**config.mk**
```make
export PLATFORM = sky130hd
export DESIGN_NAME = bounce_counter_cfg_flat
export DESIGN_NICKNAME = d
export VERILOG_FILES = /design/src/rtl/bounce_counter_cfg_if.sv /design/src/rtl/bounce_counter_cfg.sv /design/src/flat_wrapper.sv
export SDC_FILE = /design/constraint.sdc
export NUM_CORES = 1
export LEC_CHECK = 0
export CORE_MARGIN = 2
export CORE_UTILIZATION = 35
export DETAILED_ROUTE_END_ITERATION = 6
export GPL_ROUTABILITY_DRIVEN = 0
export MAX_ROUTING_LAYER = met4
export SLEW_MARGIN = 20
export SYNTH_ARGS = -nofsm -noshare
export SYNTH_HDL_FRONTEND = slang
export SYNTH_SLANG_ARGS = --single-unit
```
**constraint.sdc**
```tcl
create_clock -name clk -period 4.4 [get_ports clk]
set_input_delay 1.1 -clock clk [delete_from_list [all_inputs] [get_ports clk]]
set_output_delay 1.1 -clock clk [all_outputs]
set_load 0.01 [all_outputs]
```
**src/rtl/bounce_counter_cfg_if.sv**
```systemverilog
// Control/status bundle for bounce_counter_cfg: configuration and strobes in,
// registered count and status out.
interface bounce_counter_cfg_if #(
  parameter int WIDTH  = 8,
  parameter int STEP_W = 4
);
  // No handshake: load and enb are sampled every rising edge (load wins over
  // enb), and every status output is registered and valid one cycle later.
  logic              enb;
  logic              load;
  logic [WIDTH-1:0]  data_in;
  logic [1:0]        mode;
  logic [WIDTH-1:0]  lo_bound;
  logic [WIDTH-1:0]  hi_bound;
  logic [STEP_W-1:0] step;
  logic [WIDTH-1:0]  count;
  logic              dir_up;
  logic              tc;
  logic              done;
  logic              cfg_err;

  modport master (
    output enb, load, data_in, mode, lo_bound, hi_bound, step,
    input  count, dir_up, tc, done, cfg_err
  );

  modport slave (
    input  enb, load, data_in, mode, lo_bound, hi_bound, step,
    output count, dir_up, tc, done, cfg_err
  );
endinterface

```
**src/rtl/bounce_counter_cfg.sv**
```systemverilog
// Multi-mode bounded counter (wrap up, wrap down, bounce, one-shot) with
// programmable step and registered terminal-count and status outputs.
module bounce_counter_cfg #(
  parameter int WIDTH  = 8,
  parameter int STEP_W = 4
) (
  input  logic                  clk,
  input  logic                  asyn_rstn,
  bounce_counter_cfg_if.slave   bus
);
  localparam int XW = WIDTH + 1;

  typedef enum logic [1:0] {
    UP_WRAP   = 2'b00,
    DOWN_WRAP = 2'b01,
    BOUNCE    = 2'b10,
    ONE_SHOT  = 2'b11
  } mode_e;

  logic [WIDTH-1:0] r_count;
  logic             r_dir_up;
  logic             r_tc;
  logic             r_done;
  logic             r_cfg_err;

  mode_e            w_mode;
  logic [XW-1:0]    w_s;
  logic [XW-1:0]    w_cnt;
  logic [XW-1:0]    w_lo;
  logic [XW-1:0]    w_hi;
  logic [XW-1:0]    w_up;
  logic [XW-1:0]    w_lo_s;
  logic [WIDTH-1:0] w_dn;
  logic             w_cfg_err;
  logic             w_oor;
  logic             w_oor_to_hi;

  // All comparisons use one extra bit so count+step can never wrap silently.
  assign w_mode      = mode_e'(bus.mode);
  assign w_s         = (bus.step == '0) ? XW'(1) : XW'(bus.step);
  assign w_cnt       = XW'(r_count);
  assign w_lo        = XW'(bus.lo_bound);
  assign w_hi        = XW'(bus.hi_bound);
  assign w_up        = w_cnt + w_s;
  assign w_lo_s      = w_lo + w_s;
  assign w_dn        = r_count - w_s[WIDTH-1:0];
  assign w_cfg_err   = (bus.lo_bound > bus.hi_bound);
  assign w_oor       = (w_cnt < w_lo) || (w_cnt > w_hi);
  assign w_oor_to_hi = (w_mode == DOWN_WRAP) || ((w_mode == BOUNCE) && !r_dir_up);

  always_ff @(posedge clk) begin
    if (!asyn_rstn) begin
      r_count   <= '0;
      r_dir_up  <= 1'b1;
      r_tc      <= 1'b0;
      r_done    <= 1'b0;
      r_cfg_err <= 1'b0;
    end else begin
      r_cfg_err <= w_cfg_err;
      r_tc      <= 1'b0;
      if (bus.load) begin
        r_count <= bus.data_in;
        r_done  <= 1'b0;
      end else if (bus.enb && !w_cfg_err) begin
        if (w_oor) begin
          // Re-enter the window at the end the current direction starts from.
          r_count <= w_oor_to_hi ? bus.hi_bound : bus.lo_bound;
          if (w_mode == DOWN_WRAP)
            r_dir_up <= 1'b0;
          else if (w_mode != BOUNCE)
            r_dir_up <= 1'b1;
        end else begin
          case (w_mode)
            UP_WRAP: begin
              r_dir_up <= 1'b1;
              if (w_up > w_hi) begin
                r_count <= bus.lo_bound;
                r_tc    <= 1'b1;
              end else begin
                r_count <= w_up[WIDTH-1:0];
              end
            end
            DOWN_WRAP: begin
              r_dir_up <= 1'b0;
              if (w_cnt < w_lo_s) begin
                r_count <= bus.hi_bound;
                r_tc    <= 1'b1;
              end else begin
                r_count <= w_dn;
              end
            end
            BOUNCE: begin
              if (r_dir_up) begin
                if (w_up >= w_hi) begin
                  r_count  <= bus.hi_bound;
                  r_dir_up <= 1'b0;
                  r_tc     <= 1'b1;
                end else begin
                  r_count <= w_up[WIDTH-1:0];
                end
              end else begin
                if (w_cnt <= w_lo_s) begin
                  r_count  <= bus.lo_bound;
                  r_dir_up <= 1'b1;
                  r_tc     <= 1'b1;
                end else begin
                  r_count <= w_dn;
                end
              end
            end
            default: begin
              r_dir_up <= 1'b1;
              if (!r_done) begin
                if (w_up >= w_hi) begin
                  r_count <= bus.hi_bound;
                  r_done  <= 1'b1;
                  r_tc    <= 1'b1;
                end else begin
                  r_count <= w_up[WIDTH-1:0];
                end
              end
            end
          endcase
        end
      end
    end
  end

  assign bus.count   = r_count;
  assign bus.dir_up  = r_dir_up;
  assign bus.tc      = r_tc;
  assign bus.done    = r_done;
  assign bus.cfg_err = r_cfg_err;
endmodule
```
**src/flat_wrapper.sv**
```systemverilog
// flat-port wrapper written by rule: the top's interface ports become plain ports
module bounce_counter_cfg_flat 
#(
  parameter int WIDTH  = 8,
  parameter int STEP_W = 4
)
  (clk, asyn_rstn, bus_enb, bus_load, bus_data_in, bus_mode, bus_lo_bound, bus_hi_bound, bus_step, bus_count, bus_dir_up, bus_tc, bus_done, bus_cfg_err);
  bounce_counter_cfg_if #(.WIDTH(WIDTH), .STEP_W(STEP_W)) bus_i ();
  input  logic clk;
  input  logic asyn_rstn;
  input wire logic [$bits(bus_i.enb)-1:0] bus_enb;
  input wire logic [$bits(bus_i.load)-1:0] bus_load;
  input wire logic [$bits(bus_i.data_in)-1:0] bus_data_in;
  input wire logic [$bits(bus_i.mode)-1:0] bus_mode;
  input wire logic [$bits(bus_i.lo_bound)-1:0] bus_lo_bound;
  input wire logic [$bits(bus_i.hi_bound)-1:0] bus_hi_bound;
  input wire logic [$bits(bus_i.step)-1:0] bus_step;
  output wire logic [$bits(bus_i.count)-1:0] bus_count;
  output wire logic [$bits(bus_i.dir_up)-1:0] bus_dir_up;
  output wire logic [$bits(bus_i.tc)-1:0] bus_tc;
  output wire logic [$bits(bus_i.done)-1:0] bus_done;
  output wire logic [$bits(bus_i.cfg_err)-1:0] bus_cfg_err;
  assign bus_i.enb = bus_enb;
  assign bus_i.load = bus_load;
  assign bus_i.data_in = bus_data_in;
  assign bus_i.mode = bus_mode;
  assign bus_i.lo_bound = bus_lo_bound;
  assign bus_i.hi_bound = bus_hi_bound;
  assign bus_i.step = bus_step;
  assign bus_count = bus_i.count;
  assign bus_dir_up = bus_i.dir_up;
  assign bus_tc = bus_i.tc;
  assign bus_done = bus_i.done;
  assign bus_cfg_err = bus_i.cfg_err;
  bounce_counter_cfg #(.WIDTH(WIDTH), .STEP_W(STEP_W)) u_core (.clk(clk), .asyn_rstn(asyn_rstn), .bus(bus_i));
endmodule
```
Word-level counts from Yosys, hierarchy flattened
Index checks and enable logic that the tools add are counted.
- bits in read-only memories: 0
- word-level logic and storage cells: 66
- latch bits: 0
- memories kept: 0
- bits of input ports: 34
- flip-flop bits (word level): 12
- RAM bits: 0
- multiplexer cells: 26
- bitwise logic cells: 5
- multiply operators: 0
- divide/modulo/power cells: 0
- shifts and indexed selects: 0
- $lt $le $gt $ge: 7
- add/sub/neg operators: 3
- reduce and logical (&&, ||, !) cells: 15
- equal/unequal tests: 5
- operators with widths (kind ; number):
    $mux 8 ; 10
    $pmux 8 s3 ; 1
    $add 8x9->9 ; 2
    $gt 8x8->1 ; 2
    $mux 1 ; 12
    $ge 9x8->1 ; 1
    $gt 9x8->1 ; 1
    $le 8x9->1 ; 1
    $lt 8x9->1 ; 1
    $lt 8x8->1 ; 1
    $sub 8x8->8 ; 1
    $ne 6x6->1 const B ; 1
    $reduce_and 3->1 ; 2
    $not 1->1 ; 5
    $logic_not 4->1 ; 1
    $mux 4 ; 1
    $reduce_or 4->1 ; 1
    $ne 3x3->1 const B ; 1
    $pmux 1 s3 ; 1
    $reduce_or 3->1 ; 1
    $eq 2x1->1 const B ; 1
    $eq 2x2->1 const B ; 1
    $logic_and 1x1->1 ; 2
    $logic_not 1->1 ; 2
    7 further kinds ; 8

Longest topological paths before layout
- word-level depth: 10
- gate-level depth with buffers: 19
- gate-level depth less buffers: 17

Worst setup path before layout
No wires, ideal clock.
- path type: input port to flip-flop
- start point: input port bus_step[1]
- end point: register u_core.r_count[0], in the netlist u_core.bus.count[0]
- stages on the path: 18
- library setup time: 0.123 ns
- slack: -0.290 ns
- data arrival time: 4.567 ns
- cell sequence: inv_1 a31o_2 ha_1 fa_1 a21o_1 a21oi_1 nor3_1 xnor2_1 ha_1 nand3_1 a211oi_1 o32a_1 o31a_2 clkbuf_8 a221o_1 a211o_1 a211oi_2 a211oi_1
- cells in the longest elaborated chain, start to end: 10
- elaborated cells on any way between the ends: 19
- classes of those cells: add/sub (3); order compare (4); mux (11); reduce/logical (1)
- ends and longest elaborated chain (item ; RTL line ; text):
    start, declared ; flat_wrapper.sv:17 ; input wire logic [$bits(bus_i.step)-1:0] bus_step;
    $logic_not 4->1 ; bounce_counter_cfg.sv:40 ; assign w_s = (bus.step == '0) ? XW'(1) : XW'(bus.step);
    $mux 4 (*) ; bounce_counter_cfg.sv:40 ;
    $add 8x9->9, on equally long branches ; bounce_counter_cfg.sv:44, bounce_counter_cfg.sv:45 ;
    $ge 9x8->1 / $le 8x9->1 (equally long branches) ; bounce_counter_cfg.sv:94, bounce_counter_cfg.sv:114, bounce_counter_cfg.sv:102 ;
    $mux 8, on equally long branches ; bounce_counter_cfg.sv:94, bounce_counter_cfg.sv:114, bounce_counter_cfg.sv:102 ;
    $mux 8, on equally long branches ; bounce_counter_cfg.sv:113, bounce_counter_cfg.sv:93 ;
    $pmux 8 s3 (*) ; bounce_counter_cfg.sv:73 ; case (w_mode)
    $mux 8 (*) ; bounce_counter_cfg.sv:65 ; if (w_oor) begin
    $mux 8 (*) ; bounce_counter_cfg.sv:64 ; end else if (bus.enb && !w_cfg_err) begin
    $mux 8 (*) ; bounce_counter_cfg.sv:61 ; if (bus.load) begin
    end signal, assigned ; bounce_counter_cfg.sv:62 ; r_count <= bus.data_in;
    end signal, assigned ; bounce_counter_cfg.sv:67 ; r_count <= w_oor_to_hi ? bus.hi_bound : bus.lo_bound;
    end signal, assigned ; bounce_counter_cfg.sv:77 ; r_count <= bus.lo_bound;
    end, declared ; bounce_counter_cfg.sv:20 ; logic [WIDTH-1:0] r_count;
Every way passes the cells marked *; elsewhere a longest branch is shown, timed or not. The select of a mux whose other input is x is not followed.
A chain may end at the register's enable or synchronous reset.

Final worst setup path
- start point: input port bus_step[3]
- end point: register u_core.r_count[6], in the netlist u_core.bus.count[6]
Same word-level chain as after synthesis.

==> impl_metrics.yaml <==
cts:
  clock_insertion_delay_worst_skew_ns: 0.25
  cts_root_buf: "clkbuf_8"
  ctsHtreeMaxLevel: 1
  cts.hold.buffers_added: 0
  cts.clk_slew.worst_paths_ns: 0.06
  cts_max_path_buffers: 2
  cts_inserted_buffers: 3
  cts_tree: "yes"
  tritoncts_num_sinks: 12
worst_setup_path:
  critPathTopFamily: "compound AO/OA/AOI/OAI gates"
  arrival_worst_endpoint_ns: 4.48
  timing.setup.critical_path_class: "in2reg"
  worst_reg_to_reg_setup_slack_ns: 0.56
  cp_num_buf_inv: 3
  critical-path-slowest-cell: "o32a_1"
  critPathLaunchType: "input port"
  reg2reg_from: "u_core.bus.count[1]"
  cp_max_fo: 6
  timing.reg2reg.worst_path_depth: 14
  crit_chain: "buf_8 > inv_4 > a31o_4 > ha_4 > fa_2 > a21o_1 > a21oi_4 > nor3_2 > xnor2_1 > ha_1 > nand3_2 > nor2_1 > o32a_1 > o31a_4 > buf_4 > o21ai_0 > a221oi_1 > o311ai_1 > a21oi_1"
  critPathMaxStageDelay_ns: 0.38
  required_ns: 4.53
  r2r_path_end: "u_core.bus.count[0]"
  critPathCaptureType: "register"
timing:
  timing.final.crit_share: 0.9900
  final.min_clock_period_ns: 4.356
  timing.final.hold_violations: 0
  setup-violations-final: 0
  timing_max_transition_violations_final: 0
  setup_repair_after_global_routing_missed_its_margin: "yes"
  maximum_clock_skew_at_final_layout_ns: 0.001997
  post-route-worst-setup-slack_ns: 0.04409
  setup_tns_ns: 0
  worst_pin_slew_ns: 0.6832
  max_freq_mhz: 229.6
  slew-limit-headroom: 0.5445
pwr:
  p_leak_nw: 2.012
  net-switching-power_mw: 0.4791
  power.switching_fraction: 0.4499
  clock_power_share: 0.117
  power_frac_comb: 0.757
  post_layout_power_mw: 1.065
  power_density_mw_per_mm2: 235.0
  max-vdd-ir-drop_v: 0.0001050
  sequentialPowerShare: 0.126
  internal-power_mw: 0.5857
placed_design:
  detailedPlacementHpwl_um: 9738
  place_inst: 617
  pre_cts_ws_ns: -0.8998
  portBuffers: 45
yosys:
  part_of_the_yosys_area_used_for_sequential_elements: 0.07736
  synthesis.area_mm2: 0.003105
  synthesis.instances: 420
  yosys.cell_types.count: 64
  postSynthRegisterBits: 12
  ys_dominant_reg_cell: "dfxtp_1"
  synth.avg_cell_area_um2: 7.394
  asyncSetResetFlopFracSynth: 0
  synth.yosys.warnings: 0
  synth_nets: 514
  synth-edff-count: 0
grt:
  grt_first_pass_wirelength_um: 19140
  gr-usage-all-layers: 0.2580
  grt_antenna_before_repair: 0
  grt.overflow.total: 0
  via_count_of_the_first_global_routing_pass: 3699
  largest_net_degree_at_the_start_of_global_routing: 18
layout:
  nFillCells: 842
  layout_commonest_cell: "buf_4"
  multiInputGateArea_mm2: 0.002914
  drive_gt1_frac: 0.2567
  finish.net_count: 621
  stdcell_count: 634
  regArea_um2: 240.2
  area_growth_pct: 45.93
  most-common-layout-cells: "buf_4, ha_1, a21oi_1"
  n_antenna_cell: 0
detailed_routing:
  drt_first_pass_iters: 6
  route.detailed.drc: 0
  total_detailed_routing_wirelength_um: 12260
  wire_per_inst_um: 19.33
  vias_per_cell: 5.907
  via_count: 3745
  first_iter_violations: 346
  postRouteAntennaNets: 0
outcome:
  outcome: "completed"
run:
  max_cap_viol_count: 0
die:
  num_io_pins: 46
  placementRows: 34
  width_of_the_die_um: 98.20
  fp.coreArea_mm2: 0.008678
  start_util: 0.3578
  die_area_mm2: 0.009642
  dieHeight_um: 98.20
hold_path:
  min_path_type: "reg2reg"
  number_of_instances_on_the_worst_hold_path: 2
  min_from: "u_core.bus.done"
  timing.hold.worst_endpoint: "u_core.bus.done"
worst min-delay path, delay by kind of cell, from the launching register on:
| kind | cells | cell delay, ns |
|---|---|---|
| simple gates | 1 | 0.04 |
| compound gates | 1 | 0.13 |
| flops | 1 | 0.35 |
how the worst max path moves through the flow:
stage | from | to | slack (ns) | cells past startpoint
after floorplan | bus_step[2] | u_core.bus.count[0] | -0.06 | 18
after global placement | bus_step[2] | u_core.bus.count[6] | -0.86 | 19
after detailed placement | bus_step[2] | u_core.bus.count[6] | -0.90 | 19
after CTS | bus_step[2] | u_core.bus.count[0] | 0.005 | 18
after global routing | bus_step[3] | u_core.bus.count[5] | -0.07 | 18
final | bus_step[3] | u_core.bus.count[6] | 0.04 | 19
power groups by stage:
stage / clock network (mW) / registers (mW) / logic, mW
finish: 0.125 / 0.134 / 0.806
detailed placement: 0 / 0.136 / 0.693
global route: 0.134 / 0.135 / 0.872
floorplan: 0 / 0.140 / 0.412
global placement: 0 / 0.136 / 0.682
CTS: 0.125 / 0.134 / 0.727
final cells by class:
class	instances	share of cell area
Clock buffer	4	0.01215
Multi-Input combinational cell	354	0.6430
Tap cell	108	0.02982
Timing Repair Buffer	121	0.2303
Inverter	35	0.03175
Sequential cell	12	0.05301
flip-flops by register name, indices dropped and copies added (netlist names):
register            flops
u_core.bus.count        8
u_core.bus.tc           1
u_core.bus.dir_up       1
u_core.bus.done         1
u_core.bus.cfg_err      1
cell usage after synthesis (3+ instances only):
cell	number	area share
ha_1	57	0.23
a21oi_1	49	0.079
inv_1	35	0.042
nor2_1	34	0.041
nand2_1	29	0.035
o21ai_0	24	0.039
dfxtp_1	12	0.077
xnor2_1	11	0.031
mux2i_1	10	0.032
nand3_1	10	0.016
nor3_1	10	0.016
o211ai_1	10	0.024
a21o_1	8	0.019
clkbuf_1	8	0.0097
o22ai_1	8	0.016
a211oi_1	6	0.015
nor2b_1	6	0.012
nand4_1	5	0.010
xor2_1	5	0.014
a221oi_1	4	0.011
a31oi_1	4	0.0081
and3_1	4	0.0081
buf_6	4	0.015
or3_1	4	0.0081
a221o_1	3	0.0097
clkbuf_8	3	0.013
fa_1	3	0.019
mux2_2	3	0.011
nor3b_1	3	0.0073
o221ai_1	3	0.0085
repair_timing:
action | CTS | global route
setup buffers | 6 | 8
endpoints found under the setup margin | 11 | 9
pin swaps | 25 | 40
resized for setup | 38 | 31
metal layers:
| layer | part of all wire | GRT usage | vias up |
|---|---|---|---|
| met4 | 0.042 | 0.09062 | 0 |
| met5 | 0 | - | - |
| met3 | 0.087 | 0.04796 | 48 |
| met2 | 0.44 | 0.4009 | 185 |
| met1 | 0.43 | 0.3362 | 1735 |
| li1 | - | - | 1777 |
per-stage QoR:
step	hold slack [ns]	utilization	instance area, um2
after floorplan	0.5434	-	3192
after global placement	0.5330	0.4730	4105
after detailed placement	0.5437	0.4730	4105
after global routing	0.6667	0.5222	4532
final	0.5604	0.5222	4532
after CTS	0.5550	0.4934	4282
logic make-up (layout without fill, tap and decap cells):
family	count (synthesis)	count (layout)	share of synthesized area
AOI/OAI and AO/OA	146	146	0.3102
DFF	12	12	0.07736
buffers and inverters	54	160	0.08904
adders and majority gates	60	60	0.2490
muxes	13	13	0.04311
and+or+nand+nor	119	119	0.1861
xor gates and xnor gates	16	16	0.04512
Note: power is estimated with default switching activity, not from simulation.
